### src/rtl/lane_sched_if.sv
// Handshake bundle between the two vehicle lanes, the shared pattern
// detector and the per-lane hit counters of lane_sched.
interface lane_sched_if;
  // lane inputs and acks
  logic       req0;
  logic       req1;
  logic       d0;
  logic       d1;
  logic       ack0;
  logic       ack1;
  // detector feed
  logic       valid_out;
  logic       d_out;
  logic       lane_out;
  logic       det_clr;
  // detector result and hit counters
  logic       hit_in;
  logic       cnt_clr;
  logic [7:0] hit_cnt0;
  logic [7:0] hit_cnt1;

  // environment side: presents vehicles, returns detector hits
  modport master (
    output req0, req1, d0, d1, hit_in, cnt_clr,
    input  ack0, ack1, valid_out, d_out, lane_out, det_clr, hit_cnt0, hit_cnt1
  );

  // scheduler side
  modport slave (
    input  req0, req1, d0, d1, hit_in, cnt_clr,
    output ack0, ack1, valid_out, d_out, lane_out, det_clr, hit_cnt0, hit_cnt1
  );
endinterface

### src/rtl/lane_sched.sv
// Two-lane vehicle scheduler feeding one shared pattern detector.
// Lanes are served in bursts of at most BURST vehicles while the other lane
// waits; every switch of source lane inserts one CLR cycle whose registered
// echo (det_clr) wipes the detector context. Detector hits are attributed
// back to the lane whose item produced them.
//
// state  | meaning
// -------+-----------------------------------------------------------
// IDLE   | no lane granted; pick the next lane when anyone requests
// GRANT0 | lane 0 owns the detector; ack0 follows req0
// GRANT1 | lane 1 owns the detector; ack1 follows req1
// CLR    | one dead cycle before handing the detector to lane tgt
module lane_sched #(
  parameter int unsigned BURST = 4,
  parameter logic        B     = 1'b0,
  parameter logic        C     = 1'b1
) (
  input logic         clk,
  input logic         rst,
  lane_sched_if.slave bus
);

  if (BURST < 1 || BURST > 15) begin : g_burst_check
    $error("lane_sched: BURST must be in 1..15");
  end
  if (B == C) begin : g_code_check
    $error("lane_sched: vehicle codes B and C must differ");
  end

  localparam logic [3:0] BURST_C = 4'(BURST);

  typedef enum logic [1:0] {
    IDLE   = 2'b00,
    GRANT0 = 2'b01,
    GRANT1 = 2'b10,
    CLR    = 2'b11
  } state_t;

  state_t     state;
  logic       last_lane;
  logic       ctx_vld;
  logic [3:0] bcnt;
  logic       tgt;

  logic       valid_r;
  logic       d_r;
  logic       lane_r;
  logic       det_clr_r;
  logic       lane_d;
  logic [7:0] hit_cnt0_r;
  logic [7:0] hit_cnt1_r;

  logic       ack0_c;
  logic       ack1_c;
  logic       acc;
  logic       acc_d;
  logic       acc_lane;
  logic       cur_lane;
  logic       cur_req;
  logic       oth_req;
  logic       any_req;
  logic       alt_req;
  logic       sel_lane;
  logic [3:0] bcnt_inc;

  // Acks are a pure function of the grant state; reset kills them at once
  // so a vehicle presented across reset is never consumed.
  always_comb begin
    ack0_c = 1'b0;
    ack1_c = 1'b0;
    if (!rst) begin
      if (state == GRANT0) ack0_c = bus.req0;
      if (state == GRANT1) ack1_c = bus.req1;
    end
  end

  // Accepted-item mux plus the lane-selection helpers used by the FSM.
  always_comb begin
    acc      = ack0_c | ack1_c;
    acc_lane = ack1_c;
    acc_d    = ack1_c ? bus.d1 : bus.d0;
    cur_lane = (state == GRANT1);
    cur_req  = cur_lane ? bus.req1 : bus.req0;
    oth_req  = cur_lane ? bus.req0 : bus.req1;
    any_req  = bus.req0 | bus.req1;
    // prefer the lane that was not served last, for fairness out of IDLE
    alt_req  = last_lane ? bus.req0 : bus.req1;
    sel_lane = alt_req ? ~last_lane : last_lane;
    bcnt_inc = bcnt + 4'd1;
  end

  // Grant FSM: burst accounting, lane switching and context tracking.
  always_ff @(posedge clk) begin
    if (rst) begin
      state     <= IDLE;
      last_lane <= 1'b1;
      ctx_vld   <= 1'b0;
      bcnt      <= 4'd0;
      tgt       <= 1'b0;
    end else begin
      case (state)
        IDLE: begin
          bcnt <= 4'd0;
          if (any_req) begin
            // a fresh detector or the same lane needs no context wipe
            if (!ctx_vld || (sel_lane == last_lane)) begin
              state <= sel_lane ? GRANT1 : GRANT0;
            end else begin
              state <= CLR;
              tgt   <= sel_lane;
            end
          end
        end
        GRANT0, GRANT1: begin
          if (!cur_req) begin
            bcnt <= 4'd0;
            if (oth_req) begin
              state <= CLR;
              tgt   <= ~cur_lane;
            end else begin
              state <= IDLE;
            end
          end else begin
            ctx_vld   <= 1'b1;
            last_lane <= cur_lane;
            if (bcnt_inc == BURST_C) begin
              // burst only ends the grant if someone is waiting
              bcnt <= 4'd0;
              if (oth_req) begin
                state <= CLR;
                tgt   <= ~cur_lane;
              end
            end else begin
              bcnt <= bcnt_inc;
            end
          end
        end
        CLR: begin
          bcnt  <= 4'd0;
          state <= tgt ? GRANT1 : GRANT0;
        end
        default: state <= IDLE;
      endcase
    end
  end

  // Detector feed: one-cycle registered copy of the accepted vehicle, and
  // the context-clear pulse that echoes the CLR state.
  always_ff @(posedge clk) begin
    if (rst) begin
      valid_r   <= 1'b0;
      d_r       <= 1'b0;
      lane_r    <= 1'b0;
      det_clr_r <= 1'b0;
      lane_d    <= 1'b0;
    end else begin
      valid_r   <= acc;
      det_clr_r <= (state == CLR);
      // lane_d names the lane of the item the detector is answering for now
      lane_d    <= lane_r;
      if (acc) begin
        d_r    <= acc_d;
        lane_r <= acc_lane;
      end
    end
  end

  // Saturating per-lane hit counters; clear wins over a simultaneous hit.
  always_ff @(posedge clk) begin
    if (rst || bus.cnt_clr) begin
      hit_cnt0_r <= 8'd0;
      hit_cnt1_r <= 8'd0;
    end else if (bus.hit_in) begin
      if (!lane_d && (hit_cnt0_r != 8'hFF)) hit_cnt0_r <= hit_cnt0_r + 8'd1;
      if (lane_d && (hit_cnt1_r != 8'hFF))  hit_cnt1_r <= hit_cnt1_r + 8'd1;
    end
  end

  assign bus.ack0      = ack0_c;
  assign bus.ack1      = ack1_c;
  assign bus.valid_out = valid_r;
  assign bus.d_out     = d_r;
  assign bus.lane_out  = lane_r;
  assign bus.det_clr   = det_clr_r;
  assign bus.hit_cnt0  = hit_cnt0_r;
  assign bus.hit_cnt1  = hit_cnt1_r;

endmodule

### src/flat_wrapper.sv
// flat-port wrapper written by rule: the top's interface ports become plain ports
module lane_sched_flat 
#(
  parameter int unsigned BURST = 4,
  parameter logic        B     = 1'b0,
  parameter logic        C     = 1'b1
)
  (clk, rst, bus_req0, bus_req1, bus_d0, bus_d1, bus_hit_in, bus_cnt_clr, bus_ack0, bus_ack1, bus_valid_out, bus_d_out, bus_lane_out, bus_det_clr, bus_hit_cnt0, bus_hit_cnt1);
  lane_sched_if bus_i ();
  input logic clk;
  input logic rst;
  input wire logic [$bits(bus_i.req0)-1:0] bus_req0;
  input wire logic [$bits(bus_i.req1)-1:0] bus_req1;
  input wire logic [$bits(bus_i.d0)-1:0] bus_d0;
  input wire logic [$bits(bus_i.d1)-1:0] bus_d1;
  input wire logic [$bits(bus_i.hit_in)-1:0] bus_hit_in;
  input wire logic [$bits(bus_i.cnt_clr)-1:0] bus_cnt_clr;
  output wire logic [$bits(bus_i.ack0)-1:0] bus_ack0;
  output wire logic [$bits(bus_i.ack1)-1:0] bus_ack1;
  output wire logic [$bits(bus_i.valid_out)-1:0] bus_valid_out;
  output wire logic [$bits(bus_i.d_out)-1:0] bus_d_out;
  output wire logic [$bits(bus_i.lane_out)-1:0] bus_lane_out;
  output wire logic [$bits(bus_i.det_clr)-1:0] bus_det_clr;
  output wire logic [$bits(bus_i.hit_cnt0)-1:0] bus_hit_cnt0;
  output wire logic [$bits(bus_i.hit_cnt1)-1:0] bus_hit_cnt1;
  assign bus_i.req0 = bus_req0;
  assign bus_i.req1 = bus_req1;
  assign bus_i.d0 = bus_d0;
  assign bus_i.d1 = bus_d1;
  assign bus_i.hit_in = bus_hit_in;
  assign bus_i.cnt_clr = bus_cnt_clr;
  assign bus_ack0 = bus_i.ack0;
  assign bus_ack1 = bus_i.ack1;
  assign bus_valid_out = bus_i.valid_out;
  assign bus_d_out = bus_i.d_out;
  assign bus_lane_out = bus_i.lane_out;
  assign bus_det_clr = bus_i.det_clr;
  assign bus_hit_cnt0 = bus_i.hit_cnt0;
  assign bus_hit_cnt1 = bus_i.hit_cnt1;
  lane_sched #(.BURST(BURST), .B(B), .C(C)) u_core (.clk(clk), .rst(rst), .bus(bus_i));
endmodule
### config.mk
export PLATFORM = sky130hd
export DESIGN_NAME = lane_sched_flat
export DESIGN_NICKNAME = d
export VERILOG_FILES = /design/src/rtl/lane_sched_if.sv /design/src/rtl/lane_sched.sv /design/src/flat_wrapper.sv
export SDC_FILE = /design/constraint.sdc
export NUM_CORES = 1
export LEC_CHECK = 0
export CORE_MARGIN = 2
export CORE_UTILIZATION = 55
export DETAILED_ROUTE_END_ITERATION = 12
export PLACE_DENSITY_LB_ADDON = 0.3
export SLEW_MARGIN = 0
export SYNTH_ARGS = -nofsm -noshare
export SYNTH_HDL_FRONTEND = slang
export SYNTH_SLANG_ARGS = --single-unit
export TNS_END_PERCENT = 1
### constraint.sdc
create_clock -name clk -period 4.7 [get_ports clk]
set_input_delay 0.705 -clock clk [delete_from_list [all_inputs] [get_ports clk]]
set_output_delay 0.705 -clock clk [all_outputs]
set_load 0.05 [all_outputs]
==> results.txt, run 1 <==
----------------------------------------------------
[Clock tree]
  Clock Tree Root ... clkbuf_4
  Clock transition at the registers of the reported paths ... 0.09 ns
  Buffer depth of the longest clock path ... 2
  H-tree level count ... 2
  Number of clock sinks ... 30
  Clock latency on the worst-skew pair ... 0.33 ns
  Clock tree from TritonCTS ... yes
  Post-CTS Setup Inserts ... 0
  TritonCTS Buffers ... 5
  # resized after CTS ... 0
  Hold-fix buffers, CTS ... 0

[Power]
  Static leakage power ... 0.7571 nW
  IR drop worst, VDD ... 0.3056 mV
  Pwr Density ... 394.3 nW/um2

[Routing]
  Remaining design rule violation count ... 0
  Iter 0 DRT Violations ... 101
  Vias per cell ... 6.209
  Vias after detailed routing ... 1484
  Mean routed wirelength per cell ... 14.79 um
  Post-route ant nets ... 0
  DRT Wirelength ... 3534 um
  Number of detailed-routing iterations run before antenna repair ... 4

[Timing]
  Final setup skew ... 0.009429 ns
  Worst-case setup margin in the final layout ... 1.403 ns
  Slew at the pin closest to its max-slew limit ... 0.5124 ns
  Post-layout min period ... 3.297 ns
  Count of final setup violators ... 0
  Setup repair after global routing missed its margin ... false
  Final period util ... 0.7014
  Final setup TNS ... 0 ns
  Worst slew margin relative to its limit ... 0.6573
  Count of final hold-check violations ... 0
  Maximum frequency from static timing analysis ... 0.3033 GHz
  Number of max-slew violations in the final report ... 0

[Status]
  Run status ... finished, final reports clean

[Critical path]
  Type of the worst setup path ... in -> out
  Source of the worst register-to-register timing path ... u_core.state[0]
  Endpoint type of the worst setup path ... output port
  CP arrival ... 2.59 ns
  Register-to-Register Path Depth ... 6
  Endpoint required time on the critical path ... 3.99 ns
  Max stage delay cell, worst path ... clkdlybuf4s50_1
  Worst reg-to-reg setup slack ... 2.87 ns
  Crit path max fanout ... 11
  Cells traversed along the worst timing path ... clkdlybuf4s50_1, nand2_1, nor2_1, clkdlybuf4s50_1
  Startpoint Class ... primary input
  Capturing point of the worst reg2reg path ... u_core.bcnt[2]
  Largest stage delay on the critical path ... 0.83 ns
  Most common cell on crit path ... clkdlybuf4s50_1

[Logic synthesis]
  Number of nets produced by synthesis ... 195
  Cell area after technology mapping ... 1561 um2
  Count of flip-flops with a built-in enable after synthesis ... 0
  Number of distinct library cell variants in the gate-level netlist after synthesis ... 46
  Most area-consuming cells after synthesis ... dfxtp_1 38%, ha_1 6.4%, mux2i_1 5.1%
  Yosys warns ... 0
  Average footprint of a synthesized cell ... 8.723 um2
  Share of the synthesized area in the top cell type ... 0.3846
  Cell type contributing the most total cell area after synthesis ... dfxtp_1
  Sequential cell area fraction in the yosys report ... 0.3846
  Proportion of synthesized flip-flops having asynchronous set or reset ... 0
  Synth Register Bits ... 30
  Ys flop type ... dfxtp_1
  Number of cells produced by synthesis ... 179

[Global routing]
  Overall Global Routing Usage ... 0.2375
  Global route total overflow ... 0
  Largest net degree at the start of global routing ... 15
  Number of antenna violations at the first check in global routing ... 0
  Via count of the first global-routing pass ... 1385
  First-pass GRT wire length ... 6023 um

[Hold path]
  Worst hold endpoint ... u_core.bcnt[0]
  Beginning of the worst hold path ... u_core.bcnt[0]
  Kind of path behind the tightest hold check ... reg -> reg
  Hold path depth ... 1

[Placement]
  Number of I/O port buffers ... 29
  Pre-CTS setup slack ... 1.437 ns
  DP Wirelength ... 2550 um
  Count of placed standard cells including taps ... 232
  Routability-driven placement congestion ratio ... 0.8237

[Floorplanning]
  Die H ... 57.29 um
  Boundary Pins ... 30
  Starting Density ... 0.5712
  Width of the die ... 57.29 um
  Row count ... 19
  Placeable core region ... 2734 um2
  Die Outline Area ... 3282 um2

[Layout]
  Area grow syn2layout ... 24.04%
  Area occupied by multi-input gates ... 899.6 um2
  Total Nets Final ... 224
  Number of standard cells in the layout, taps in and fillers out ... 239
  Total inserted antenna cells ... 0
  Area used by sequential logic in the layout ... 600.6 um2
  Fillers ... 220
  Proportion of layout cells with a drive suffix above 1 ... 0.06731

[Run]
  Max_cap viols ... 0

----------------------------------------------------
metal layers:
layer	global-route usage	up-vias	part of all wire
li1	-	705	-
met1	0.2986	699	0.44
met2	0.3695	67	0.48
met3	0.07937	13	0.059
met4	0.1096	0	0.026
met5	0	-	0
how the worst max path moves through the flow:
stage,from,endpoint,slack [ns],cells past startpoint
global placement,bus_req1,bus_ack1,1.48,4
global route,bus_req1,bus_ack1,1.29,4
detailed placement,bus_req0,bus_ack0,1.44,4
CTS,bus_req1,bus_ack1,1.42,4
finish,bus_req1,bus_ack1,1.40,4
floorplan,bus_req1,bus_ack1,2.34,3
synthesized netlist by cell type, types with 2 or more instances:
master / instances
nand2_1: 12
nand4_1: 4
or4_1: 3
and3_1: 2
xor2_1: 4
nand2b_1: 4
nor3b_1: 3
xnor2_1: 2
a31oi_1: 4
o31ai_1: 2
buf_2: 4
nand3_1: 5
o211ai_1: 4
clkbuf_1: 2
a21oi_1: 13
ha_1: 8
mux2i_1: 8
inv_1: 7
dfxtp_1: 30
and2_1: 3
nor2_1: 20
and4_4: 2
nor2b_1: 3
o21ai_0: 7
a221o_1: 2
report_power, final:
part           leakage, nW  internal [mW]  switching (mW)  total [mW]
clock network       0.0443          0.124          0.0871       0.211
logic                0.469          0.108           0.139       0.246
registers            0.243          0.281          0.0256       0.306
total                0.757          0.512           0.251       0.764
area by class of cell:
class                      instances  share of cell area
multi-input combinational        135              0.4645
sequential                        30              0.3101
timing repair buffer              29              0.1499
clock buffer                       6             0.02649
tap                               31             0.02003
clock inverter                     1             0.01550
inverter                           7             0.01357
critical path, delay by kind of cell:
kind	cells	cell delay (ns)
buf+inv	2	1.52
simple gates	2	0.36
stage by stage:
stage                     power, mW  hold slack [ns]  cell area (um2)  utilization
after global routing         0.8051           0.4763             1937       0.7085
final                        0.7636           0.4559             1937       0.7085
after detailed placement     0.5525           0.4408             1856       0.6787
after global placement       0.5427           0.4277             1856       0.6787
after floorplan              0.5012           0.4175             1562            -
after CTS                    0.7639           0.4541             1937       0.7085
sequential cells by signal (all words and copies together), names as in the netlist:
| signal | cells |
|---|---|
| u_core.bus.d_out | 1 |
| u_core.bus.det_clr | 1 |
| u_core.bus.valid_out | 1 |
| u_core.bus.hit_cnt1 | 8 |
| u_core.bcnt | 4 |
| u_core.bus.hit_cnt0 | 8 |
| u_core.state | 2 |
| u_core.last_lane | 1 |
| u_core.bus.lane_out | 1 |
| u_core.tgt | 1 |
| u_core.ctx_vld | 1 |
| u_core.lane_d | 1 |
kinds of logic after synthesis:
group / Yosys count / share of synthesized area
xor+xnor: 6 / 0.03365
mux: 8 / 0.05128
fa+ha+maj: 8 / 0.06411
simple gates: 72 / 0.2548
compound gates: 41 / 0.1723
buf+inv: 14 / 0.03927
flops: 30 / 0.3846
cells in the final DEF, fill, tap and decap left out, types with 2 or more instances in the layout:
master,Yosys,routed
clkbuf_4,0,5
xnor2_1,2,2
o211ai_1,4,4
a31oi_1,4,4
clkdlybuf4s50_1,0,29
a21oi_1,13,13
nor3b_1,3,3
or4_1,3,3
a221o_1,2,2
nand4_1,4,4
ha_1,8,8
and3_1,2,2
mux2i_1,8,8
nand3_1,5,5
o21ai_0,7,7
o31ai_1,2,2
nor2_1,20,20
nand2b_1,4,4
nor2b_1,3,3
and4_4,2,2
xor2_1,4,4
nand2_1,12,12
dfxtp_1,30,30
inv_1,7,7
and2_1,3,3
Note: power is estimated with default switching activity, not from simulation.
==> run 2, diff against run 1 <==
--- a/config.mk
+++ b/config.mk
@@ -6,7 +6,7 @@
 export NUM_CORES = 1
 export LEC_CHECK = 0
 export CORE_MARGIN = 2
-export CORE_UTILIZATION = 55
+export CORE_UTILIZATION = 51
 export DETAILED_ROUTE_END_ITERATION = 12
 export PLACE_DENSITY_LB_ADDON = 0.3
 export SLEW_MARGIN = 0
==> constraint.sdc (replaced) <==
create_clock -name clk -period 3.05 [get_ports clk]
set_input_delay 0.4575 -clock clk [delete_from_list [all_inputs] [get_ports clk]]
set_output_delay 0.4575 -clock clk [all_outputs]
set_load 0.05 [all_outputs]
==> run 2 against run 1 <==
Net effect:
- die area is 7.3% higher
- worst setup slack lost 0.54 ns
- via count shrank 4.0%
- power up 65%
- cell count grew 1.3%
- critical path depth did not move
- critical endpoint unchanged
==> results.txt, run 2 (synthesis results as in run 1) <==
----------------------------------------------------
[Status]
  Run status ... finished, final reports clean

[Placement]
  Number of I/O port buffers ... 29
  Count of placed standard cells including taps ... 234
  Routability-driven placement congestion ratio ... 0.8439
  DP Wirelength ... 2371 um

[Layout]
  Area grow syn2layout ... 25.80%
  Proportion of layout cells with a drive suffix above 1 ... 0.08134
  Total inserted antenna cells ... 0
  Total Nets Final ... 224
  Most frequent cells in the layout ... 30 x dfxtp_1, 27 x clkdlybuf4s50_1, 20 x nor2_1, 13 x a21oi_1, 12 x nand2_1
  Most frequent standard cell in the layout excluding fill and tap cells ... dfxtp_1
  Number of standard cells in the layout, taps in and fillers out ... 242

[Critical path]
  Endpoint required time on the critical path ... 2.59 ns
  Largest stage delay on the critical path ... 0.69 ns
  Startpoint Class ... primary input
  Max stage delay cell, worst path ... clkdlybuf4s50_1
  Endpoint type of the worst setup path ... output port
  Cells traversed along the worst timing path ... clkdlybuf4s50_1, nand2_1, nor2_1, buf_4
  Number of gates on the worst path with buffers counted ... 4
  Top Family by Delay on Critical Path ... buffers and inverters
  Crit path max fanout ... 11
  Register-to-Register Path Depth ... 6
  Type of the worst setup path ... in -> out
  Crit path buffers/inverters ... 2
  CP arrival ... 1.73 ns

[Routing]
  Vias per cell ... 5.884
  Remaining design rule violation count ... 0
  Vias after detailed routing ... 1424
  Mean routed wirelength per cell ... 13.53 um
  Post-route ant nets ... 0
  Number of detailed-routing iterations run before antenna repair ... 4
  Iter 0 DRT Violations ... 81
  DRT Wirelength ... 3275 um

[Clock tree]
  Buffer depth of the longest clock path ... 2
  Number of clock sinks ... 30
  Clock tree from TritonCTS ... yes
  TritonCTS Buffers ... 5
  Clock transition at the registers of the reported paths ... 0.10 ns
  Clock Tree Root ... clkbuf_4
  H-tree level count ... 2
  Clock latency on the worst-skew pair ... 0.33 ns
  # resized after CTS ... 0
  Hold-fix buffers, CTS ... 0
  Post-CTS Setup Inserts ... 0

[Global routing]
  Largest net degree at the start of global routing ... 15
  Number of antenna violations at the first check in global routing ... 0
  Overall Global Routing Usage ... 0.2129
  Via count of the first global-routing pass ... 1329
  Global route total overflow ... 0
  First-pass GRT wire length ... 5713 um

[Hold path]
  Kind of path behind the tightest hold check ... reg -> reg
  Hold path depth ... 1

[Floorplanning]
  Die H ... 59.34 um
  Placeable core region ... 2978 um2
  Starting Density ... 0.5244
  Boundary Pins ... 30
  Width of the die ... 59.34 um
  Row count ... 20
  Die Outline Area ... 3521 um2

[Timing]
  Worst slew margin relative to its limit ... 0.6673
  Number of max-slew violations in the final report ... 0
  Maximum frequency from static timing analysis ... 0.4574 GHz
  Post-layout min period ... 2.186 ns
  Final setup skew ... 0.006304 ns
  Final setup TNS ... 0 ns
  Count of final hold-check violations ... 0
  Slew at the pin closest to its max-slew limit ... 0.4938 ns
  Final period util ... 0.7168
  Count of final setup violators ... 0
  Setup repair after global routing missed its margin ... false

[Power]
  Part of the power in registers ... 0.375
  Switching power of the nets ... 0.3830 mW
  Switching portion of total power ... 0.3043
  Static leakage power ... 0.7752 nW
  IR drop worst, VDD ... 0.4890 mV
  Internal power summed over all cells ... 0.8755 mW
  Logic pwr share ... 0.294
  Pwr Density ... 640.7 nW/um2
  Clock network power share ... 0.331

[Run]
  Max_cap viols ... 0

----------------------------------------------------
==> run 2: cell count changes in the layout (fill, tap and decap cells not counted), sizes merged <==
cell	before	now
clkdlybuf4s50	29	27
buf	0	2
bufinv	1	2
==> run 2: metal layers <==
metal  global-route usage  wire (um)
met5                    0          0
met2               0.3328       1548
met4              0.07792         51
met1               0.2732       1522
met3              0.06987        152
==> run 2: per-stage QoR <==
stage          hold WS, ns  total power [mW]  worst slack [ns]    util  instance area, um2
6_report            0.4769             1.259            0.8636  0.6597                1964
5_1_grt             0.5112             1.326            0.7335  0.6597                1964
4_1_cts             0.4778             1.266            0.8834  0.6597                1964
3_3_place_gp        0.4270            0.8358            0.9277  0.6223                1853
3_5_place_dp        0.4610            0.8477            0.8943  0.6223                1853
2_1_floorplan       0.4175            0.7723             1.137       -                1562
==> run 2: cell type report <==
cell class / instances / area (um2)
clock inverters: 2 / 60.06
repair buffers: 29 / 285.3
well taps: 33 / 41.29
clock buffers: 6 / 51.30
multi-input cells: 135 / 899.6
flip-flops and latches: 30 / 600.6
inverters: 7 / 26.28
fillers: 240 / 1013
==> run 2: power groups by stage <==
| stage | sequential, mW | combinational (mW) | clock (mW) |
|---|---|---|---|
| 6_report | 0.472 | 0.370 | 0.417 |
| 5_1_grt | 0.477 | 0.404 | 0.445 |
| 4_1_cts | 0.471 | 0.370 | 0.425 |
| 3_5_place_dp | 0.479 | 0.369 | 0 |
| 3_3_place_gp | 0.477 | 0.359 | 0 |
| 2_1_floorplan | 0.498 | 0.275 | 0 |
==> run 2: worst register-to-register path, stage by stage, from the launching register on <==
cell	delay, ns
dfxtp_1	0.40
inv_1	0.10
ha_1	0.32
mux2i_1	0.16
or4_1	0.43
or2_1	0.26
nor2_1	0.10
==> run 2: final timing paths <==
check                        from        endpoint  slack (ns)
hold / removal     u_core.bcnt[0]  u_core.bcnt[0]        0.48
setup reg to reg  u_core.state[0]  u_core.bcnt[0]        1.23
hold reg to reg    u_core.bcnt[0]  u_core.bcnt[0]        0.48
setup / recovery         bus_req1        bus_ack1        0.86
